**src/rtl/frac_clk_gen_if.sv**
```systemverilog
// Configuration/status bundle for frac_clk_gen.
// clk_half is present only when CLK_HALF_EN is defined.
interface frac_clk_gen_if #(
    parameter int ACC_W = 16,
    parameter int PER_W = 8
);
    logic             en;
    logic [ACC_W-1:0] cfg_inc;
    logic             cfg_valid;
    logic             cfg_ready;
    logic             clk_out;
    logic             tick;
    logic [PER_W-1:0] period_len;
`ifdef CLK_HALF_EN
    logic             clk_half;

    modport master (output en, cfg_inc, cfg_valid,
                    input  cfg_ready, clk_out, tick, period_len, clk_half);
    modport slave  (input  en, cfg_inc, cfg_valid,
                    output cfg_ready, clk_out, tick, period_len, clk_half);
`else
    modport master (output en, cfg_inc, cfg_valid,
                    input  cfg_ready, clk_out, tick, period_len);
    modport slave  (input  en, cfg_inc, cfg_valid,
                    output cfg_ready, clk_out, tick, period_len);
`endif
endinterface

```
**src/rtl/frac_clk_gen.sv**
```systemverilog
// Phase-accumulator fractional clock generator with wrap-synchronised increment reload.
// Optional divide-by-two output enabled by defining CLK_HALF_EN.
module frac_clk_gen #(
    parameter int          ACC_W     = 16,
    parameter int unsigned RESET_INC = 10486,
    parameter int          PER_W     = 8
) (
    input  logic          clk,
    input  logic          rst_n,
    frac_clk_gen_if.slave bus
);
    typedef enum logic [1:0] {IDLE, RUN, PEND} state_t;

    localparam logic [ACC_W-1:0] INC_RST  = ACC_W'(RESET_INC);
    localparam logic [ACC_W-1:0] INC_MAX  = {1'b1, {(ACC_W-1){1'b0}}};
    localparam logic [PER_W-1:0] PCNT_MAX = '1;

    state_t           state_reg, state_next;
    logic [ACC_W-1:0] acc_reg, acc_next;
    logic [ACC_W-1:0] inc_reg, inc_next;
    logic [ACC_W-1:0] pend_reg, pend_next;
    logic [PER_W-1:0] pcnt_reg, pcnt_next;
    logic [PER_W-1:0] plen_reg, plen_next;
    logic             clk_out_reg, clk_out_next;
    logic             tick_reg, tick_next;
`ifdef CLK_HALF_EN
    logic             half_reg, half_next;
`endif

    logic [ACC_W:0]   sum;
    logic             carry;
    logic             cfg_ready;
    logic             hs;
    logic [ACC_W-1:0] cfg_clamped;
    logic [PER_W-1:0] pcnt_inc;

    assign sum         = {1'b0, acc_reg} + {1'b0, inc_reg};
    assign carry       = sum[ACC_W];
    assign cfg_ready   = (state_reg != PEND);
    assign hs          = bus.cfg_valid && cfg_ready;
    // Increments at or above half scale would alias, so clamp to f_clk/2.
    assign cfg_clamped = bus.cfg_inc[ACC_W-1] ? INC_MAX : bus.cfg_inc;
    assign pcnt_inc    = (pcnt_reg == PCNT_MAX) ? pcnt_reg : pcnt_reg + 1'b1;

    always_comb begin
        state_next   = state_reg;
        acc_next     = acc_reg;
        inc_next     = inc_reg;
        pend_next    = pend_reg;
        pcnt_next    = pcnt_reg;
        plen_next    = plen_reg;
        clk_out_next = clk_out_reg;
        tick_next    = 1'b0;
`ifdef CLK_HALF_EN
        half_next    = half_reg;
`endif
        case (state_reg)
            IDLE: begin
                acc_next     = '0;
                clk_out_next = 1'b0;
                pcnt_next    = '0;
`ifdef CLK_HALF_EN
                half_next    = 1'b0;
`endif
                if (hs)
                    inc_next = cfg_clamped;
                if (bus.en)
                    state_next = RUN;
            end
            RUN, PEND: begin
                if (!bus.en) begin
                    state_next   = IDLE;
                    acc_next     = '0;
                    clk_out_next = 1'b0;
                    pcnt_next    = '0;
`ifdef CLK_HALF_EN
                    half_next    = 1'b0;
`endif
                    // A value accepted on the stopping edge is not lost.
                    if (state_reg == PEND)
                        inc_next = pend_reg;
                    else if (hs)
                        inc_next = cfg_clamped;
                end else begin
                    acc_next     = sum[ACC_W-1:0];
                    clk_out_next = acc_reg[ACC_W-1];
                    tick_next    = carry;
                    if (carry) begin
                        plen_next = pcnt_inc;
                        pcnt_next = '0;
`ifdef CLK_HALF_EN
                        half_next = ~half_reg;
`endif
                    end else begin
                        pcnt_next = pcnt_inc;
                    end
                    if (state_reg == RUN && hs) begin
                        pend_next  = cfg_clamped;
                        state_next = PEND;
                    end else if (state_reg == PEND && carry) begin
                        inc_next   = pend_reg;
                        state_next = RUN;
                    end
                end
            end
            default: state_next = IDLE;
        endcase
    end

    always_ff @(posedge clk or negedge rst_n) begin
        if (!rst_n) begin
            state_reg   <= IDLE;
            acc_reg     <= '0;
            inc_reg     <= INC_RST;
            pend_reg    <= '0;
            pcnt_reg    <= '0;
            plen_reg    <= '0;
            clk_out_reg <= 1'b0;
            tick_reg    <= 1'b0;
`ifdef CLK_HALF_EN
            half_reg    <= 1'b0;
`endif
        end else begin
            state_reg   <= state_next;
            acc_reg     <= acc_next;
            inc_reg     <= inc_next;
            pend_reg    <= pend_next;
            pcnt_reg    <= pcnt_next;
            plen_reg    <= plen_next;
            clk_out_reg <= clk_out_next;
            tick_reg    <= tick_next;
`ifdef CLK_HALF_EN
            half_reg    <= half_next;
`endif
        end
    end

    assign bus.cfg_ready  = cfg_ready;
    assign bus.clk_out    = clk_out_reg;
    assign bus.tick       = tick_reg;
    assign bus.period_len = plen_reg;
`ifdef CLK_HALF_EN
    assign bus.clk_half   = half_reg;
`endif
endmodule

```
**src/flat_wrapper.sv**
```systemverilog
// flat-port wrapper written by rule: the top's interface ports become plain ports
module frac_clk_gen_flat 
#(
    parameter int          ACC_W     = 16,
    parameter int unsigned RESET_INC = 10486,
    parameter int          PER_W     = 8
)
  (clk, rst_n, bus_en, bus_cfg_inc, bus_cfg_valid, bus_cfg_ready, bus_clk_out, bus_tick, bus_period_len);
  frac_clk_gen_if #(.ACC_W(ACC_W), .PER_W(PER_W)) bus_i ();
  input  logic clk;
  input  logic rst_n;
  input wire logic [$bits(bus_i.en)-1:0] bus_en;
  input wire logic [$bits(bus_i.cfg_inc)-1:0] bus_cfg_inc;
  input wire logic [$bits(bus_i.cfg_valid)-1:0] bus_cfg_valid;
  output wire logic [$bits(bus_i.cfg_ready)-1:0] bus_cfg_ready;
  output wire logic [$bits(bus_i.clk_out)-1:0] bus_clk_out;
  output wire logic [$bits(bus_i.tick)-1:0] bus_tick;
  output wire logic [$bits(bus_i.period_len)-1:0] bus_period_len;
  assign bus_i.en = bus_en;
  assign bus_i.cfg_inc = bus_cfg_inc;
  assign bus_i.cfg_valid = bus_cfg_valid;
  assign bus_cfg_ready = bus_i.cfg_ready;
  assign bus_clk_out = bus_i.clk_out;
  assign bus_tick = bus_i.tick;
  assign bus_period_len = bus_i.period_len;
  frac_clk_gen #(.ACC_W(ACC_W), .RESET_INC(RESET_INC), .PER_W(PER_W)) u_core (.clk(clk), .rst_n(rst_n), .bus(bus_i));
endmodule
```
**config.mk**
```make
export PLATFORM = sky130hd
export DESIGN_NAME = frac_clk_gen_flat
export DESIGN_NICKNAME = d
export VERILOG_FILES = /design/src/rtl/frac_clk_gen_if.sv /design/src/rtl/frac_clk_gen.sv /design/src/flat_wrapper.sv
export SDC_FILE = /design/constraint.sdc
export NUM_CORES = 1
export LEC_CHECK = 0
export ABC_AREA = 0
export BUFFER_PORTS_ARGS = -buffer_cell sky130_fd_sc_hd__buf_2
export CORE_UTILIZATION = 40
export DETAILED_ROUTE_END_ITERATION = 10
export REMOVE_ABC_BUFFERS = 1
export SLEW_MARGIN = 30
export SYNTH_ARGS = -nofsm -noshare
export SYNTH_HDL_FRONTEND = slang
export SYNTH_SLANG_ARGS = --single-unit
```
**constraint.sdc**
```tcl
create_clock -name clk -period 7.93 [get_ports clk]
set_input_delay 1.1895 -clock clk [delete_from_list [all_inputs] [get_ports clk]]
set_output_delay 1.1895 -clock clk [all_outputs]
set_load 0.02 [all_outputs]
```
Yosys cells after proc, flatten, opt, wreduce, memory -nomap -nowiden
Index checks and enable logic that the tools add are counted.
{"block": "totals", "ff_bits": 68, "input_bits": 20, "out_inout_bits": 11}
{"block": "op_classes", "eq_ne": 8, "n_reduce_logical": 10, "n_mux": 22, "addsub": 2}
{"op": "two-way mux 16 bit", "count": 7}
{"op": "one-hot mux 16 bit (2 select lines)", "count": 2}
{"op": "two-way mux 8 bit", "count": 3}
{"op": "adder 16 x 16 -> 17 bit", "count": 1}
{"op": "one-hot mux 8 bit (2 select lines)", "count": 1}
{"op": "AND reduction 3 bit", "count": 3}
{"op": "adder 8 x 1 -> 8 bit (second input constant)", "count": 1}
{"op": "equality test 8 bit (second input constant)", "count": 1}
{"op": "two-way mux 2 bit", "count": 4}
{"op": "!= test 2 bit (second input constant)", "count": 2}
{"op": "!= test 4 x 2 -> 1 bit (second input constant)", "count": 1}
{"op": "one-hot mux 2 bit (2 select lines)", "count": 1}
{"op": "logical AND 1 bit", "count": 3}
{"op": "two-way mux 1 bit", "count": 3}
{"op": "!= test 3 x 2 -> 1 bit (second input constant)", "count": 1}
{"op": "!= test 3 bit (second input constant)", "count": 1}
{"op": "equality test 2 x 1 -> 1 bit (second input constant)", "count": 1}
{"op": "equality test 2 bit (second input constant)", "count": 1}
{"op": "logical NOT 2 bit", "count": 1}
{"op": "one-hot mux 1 bit (2 select lines)", "count": 1}
{"op": "AND reduction 2 bit", "count": 1}
{"op": "nonzero test 2 bit", "count": 1}
{"op": "OR reduction 2 bit", "count": 1}

Longest topological paths before layout
{"block": "logic_depth", "ltp_word": 6, "mapped_depth": 9}

Least setup slack after synthesis
No wires, ideal clock.
{"block": "synth_timing", "path_kind": "reg2reg", "from": "register u_core.inc_reg[0]", "to": "register u_core.state_reg[0]", "n_path_buf": 1, "stages_incl_launch_ff": 10, "t_required_ns": 7.808, "period_less_slack_ns": 2.608, "arrival_ns": 2.486, "setup_slack_ns": 5.322, "path_cell_list": "dfrtp_1 ha_1 fa_1 a211oi_1 o21a_1 a2111oi_4 nor2_2 clkbuf_1 o21ai_0 a32o_1"}
{"block": "synth_between", "elab_chain_cells": 4}
{"element": "from (decl)", "line_no": "frac_clk_gen.sv:20", "rtl": "logic [ACC_W-1:0] inc_reg, inc_next;"}
{"element": "from (signal assigned)", "line_no": "frac_clk_gen.sv:126", "rtl": "inc_reg <= inc_next;"}
{"element": "adder 16 x 16 -> 17 bit", "line_no": "frac_clk_gen.sv:37", "rtl": "assign sum = {1'b0, acc_reg} + {1'b0, inc_reg};"}
{"element": "logical AND 1 bit", "line_no": "frac_clk_gen.sv:100", "rtl": "end else if (state_reg == PEND && carry) begin"}
{"element": "!= test 4 x 2 -> 1 bit (no line)"}
{"element": "AND reduction 2 bit (no line)"}
{"element": "to (signal assigned)", "line_no": "frac_clk_gen.sv:124", "rtl": "state_reg <= state_next;"}
{"element": "to (decl)", "line_no": "frac_clk_gen.sv:18", "rtl": "state_t state_reg, state_next;"}
No other way between the ends.
A chain may end at the register's enable or synchronous reset.

Final worst setup path
{"block": "layout_timing", "from": "register u_core.acc_reg[0]", "to": "register u_core.inc_reg[0]"}
{"block": "layout_between", "elab_chain_cells": 4}
{"element": "from (decl)", "line_no": "frac_clk_gen.sv:19", "rtl": "logic [ACC_W-1:0] acc_reg, acc_next;"}
{"element": "from (signal assigned)", "line_no": "frac_clk_gen.sv:125", "rtl": "acc_reg <= acc_next;"}
{"element": "adder 16 x 16 -> 17 bit", "line_no": "frac_clk_gen.sv:37"}
{"element": "logical AND 1 bit", "line_no": "frac_clk_gen.sv:100"}
{"element": "!= test 3 x 2 -> 1 bit (no line)"}
{"element": "AND reduction 3 bit (no line)"}
No other way between the ends.

==> out/metrics.csv <==
stage,metric,value,unit
outcome,status,"complete, no violations",
clock_tree,total CTS buffers,9,
timing,Tmin final,3.02,ns
synthesis,Yosys top cell by area,dfrtp_1,
timing,clk_skew,0.0105,ns
timing,Slew @ Worst Pin,0.921,ns
critical_path,RR Endpoint,u_core.inc_reg[0]$_DFFE_PN0P_,
clock_tree,"Reg clk slew, reported paths",0.07,ns
pwr,power density cells,309,nW/um^2
global_route,GR Overflow Total,0,
critical_path,R2R setup slack,4.91,ns
synthesis,"count leader, synth",dfrtp_1,
synthesis,ys async rst share,100,%
synthesis,Avg Inst Size Synth,9.88,um^2
layout,Area Overhead vs Synth,11.6,%
layout,antenna fix cells,0,
placed_design,IO Port Bufs,30,
floorplan,row count,35,
floorplan,Die Width,101,um
pwr,Pleak,0.00197,uW
layout,Multi-input gate area,2070,um^2
route,ANT nets after route,0,
critical_path,nature of the critical path startpoint,flop,
critical_path,CP Capture Type,flop,
worst_hold_path,Hold WC Path Type,flop to flop,
pwr,Peak VDD IR,121,uV
route,routed vias,2928,
layout,share of cells above drive strength 1,19.4,%
worst_hold_path,min-delay src,u_core.pend_reg[8]$_DFFE_PN0P_,
worst_hold_path,Worst Hold Depth,2,
clock_tree,CTS tree,done,
flow_run,number of max-cap violations,0,
synthesis,"EDFF count, synth",0,
clock_tree,clock latency on the worst-skew pair,0.34,ns
clock_tree,CTS max path bufs,2,
critical_path,crit path kind,flop to flop,
timing,crit share post-route,38.0,%
global_route,all-layer global routing usage,18.1,%
route,initial DRC count,149,
floorplan,Die Height,101,um
timing,Final Max Slew Viols,0,
layout,Fillers,889,
floorplan,Core Area,9330,um^2
floorplan,die area,10100,um^2
critical_path,worst r2r path cells,8,
synthesis,sequential fraction of the synthesis area,44.0,%
global_route,vias in the first global route,2941,
timing,Final Hold Viols,0,
route,Routed WL,8050,um
layout,sequential cell area,1710,um^2
route,DRC viols,0,
critical_path,Worst R2R Start,u_core.acc_reg[0]$_DFFE_PN0P_,
clock_tree,"Setup Fix Bufs, Post-CTS",0,
synthesis,synthesized area,3890,um^2
critical_path,crit path max fanout,16,
synthesis,Synth area leaders,"dfrtp_1, ha_1, o21ai_0",
critical_path,crit path DAT,3.28,ns
timing,Worst slew margin,38.3,%
clock_tree,Root Driver,clkbuf_8,
clock_tree,post_cts resized,0,
critical_path,Worst EP required,8.20,ns
global_route,largest net degree at the start of global routing,69,
floorplan,io pins,31,
worst_hold_path,Hold Path Sink,u_core.pend_reg[8]$_DFFE_PN0P_,
synthesis,Synth cell types,49,
synthesis,Post-Syn Instances,394,
clock_tree,hold_buf cts,0,
timing,Setup TNS,0,ns
route,drt via density,5.30,
clock_tree,clk sinks,68,
route,DR pass1 iterations,5,
timing,upper clock frequency limit,332,MHz
global_route,first-pass GRT wire length,14300,um
placed_design,RePlAce Congestion,0.845,
synthesis,commonest cells in the synthesized netlist,"dfrtp_1, o21ai_0, nand2_1",
synthesis,ys flop type,dfrtp_1,
synthesis,YS warnings,0,
synthesis,Seq cells post-synth,68,
placed_design,placed wire-length estimate,5750,um
timing,RSZ-0062 raised after global routing,no,
synthesis,post-synth top area share,38.6,%
floorplan,Initial Util,41.7,%
timing,setup violators final,0,
clock_tree,H-tree Lvls,3,
global_route,initial antenna violation count,0,
route,drt wl/cell,14.6,um
layout,Post-layout nets,460,
timing,Min Hold Slack,0.475,ns
==> where the power goes <==
group / total, uW / switching, uW / internal (uW)
sequential: 538 / 74.4 / 464
combinational: 525 / 299 / 226
clock: 280 / 137 / 143
total: 1340 / 510 / 832
==> worst max path at each step <==
stage | startpoint | slack (ns) | endpoint | cells after the start
6_report | u_core.acc_reg[0]$_DFFE_PN0P_ | 4.91 | u_core.inc_reg[0]$_DFFE_PN0P_ | 8
5_1_grt | u_core.acc_reg[0]$_DFFE_PN0P_ | 4.68 | u_core.inc_reg[1]$_DFFE_PN1P_ | 8
4_1_cts | u_core.inc_reg[0]$_DFFE_PN0P_ | 4.90 | u_core.inc_reg[2]$_DFFE_PN1P_ | 8
3_5_place_dp | bus_cfg_valid | 4.53 | u_core.pend_reg[15]$_DFFE_PN0P_ | 4
3_3_place_gp | bus_cfg_valid | 4.12 | u_core.pend_reg[15]$_DFFE_PN0P_ | 4
2_1_floorplan | bus_cfg_valid | 4.81 | u_core.pend_reg[15]$_DFFE_PN0P_ | 3
==> metrics by stage <==
stage	power (uW)	area, um^2	setup WS [ns]	std cells	util (%)
global route	1460	4340	4.68	552	46.6
global placement	1050	4140	4.12	536	44.4
floorplan	932	3800	4.81	373	-
detailed placement	1070	4140	4.53	536	44.4
finish	1340	4340	4.91	552	46.6
CTS	1350	4340	4.90	552	46.5
==> area by class of cell <==
type | instances | share of cell area, %
flip-flops and latches | 68 | 39.4
clock inverters | 7 | 1.56
multi-input cells | 297 | 47.6
repair buffers | 34 | 4.23
well taps | 129 | 3.72
clock buffers | 9 | 2.85
inverters | 8 | 0.691
==> worst max-delay path: stages (launching register included) <==
cell	delay [ns]
dfrtp_1	0.37
ha_1	0.22
fa_1	0.27
a211oi_1	0.11
o21a_1	0.28
a2111oi_4	0.48
nor2_2	0.22
a221oi_4	0.79
a2bb2oi_1	0.19
==> cells by family (layout without fill, tap and decap cells) <==
family / Yosys count / after routing / synth area share [%]
AO/OA/AOI/OAI: 136 / 136 / 26.0
XOR/XNOR: 17 / 17 / 3.83
adder cells (fa/ha/maj): 22 / 22 / 7.27
buffers and inverters: 29 / 58 / 3.12
flip-flops: 68 / 68 / 44.0
multiplexers: 7 / 7 / 1.99
AND/OR/NAND/NOR: 115 / 115 / 13.8
==> placed cells by master (no fill, tap or decap), drive strengths merged, types with 8 or more instances in the layout <==
master | netlist | layout
a2bb2oi | 16 | 16
nand2 | 48 | 48
nor2 | 17 | 17
xnor2 | 12 | 12
nand3 | 21 | 21
nand2b | 16 | 16
o21ai | 50 | 50
buf | 5 | 34
a21oi | 16 | 16
ha | 21 | 21
dfrtp | 60 | 60
inv | 8 | 8
a22o | 16 | 16
dfstp | 8 | 8
clkbuf | 16 | 9
==> metal layers <==
metal | routed length [um] | GRT usage (%) | vias up | share of wire (%)
met5 | 0 | 0 | - | 0
met4 | 108 | 7.36 | 0 | 1.3
met3 | 248 | 2.91 | 10 | 3.1
met2 | 3480 | 26.6 | 49 | 43
met1 | 4220 | 26.6 | 1376 | 52
li1 | - | - | 1493 | -
(Power assumes the default switching activity.)
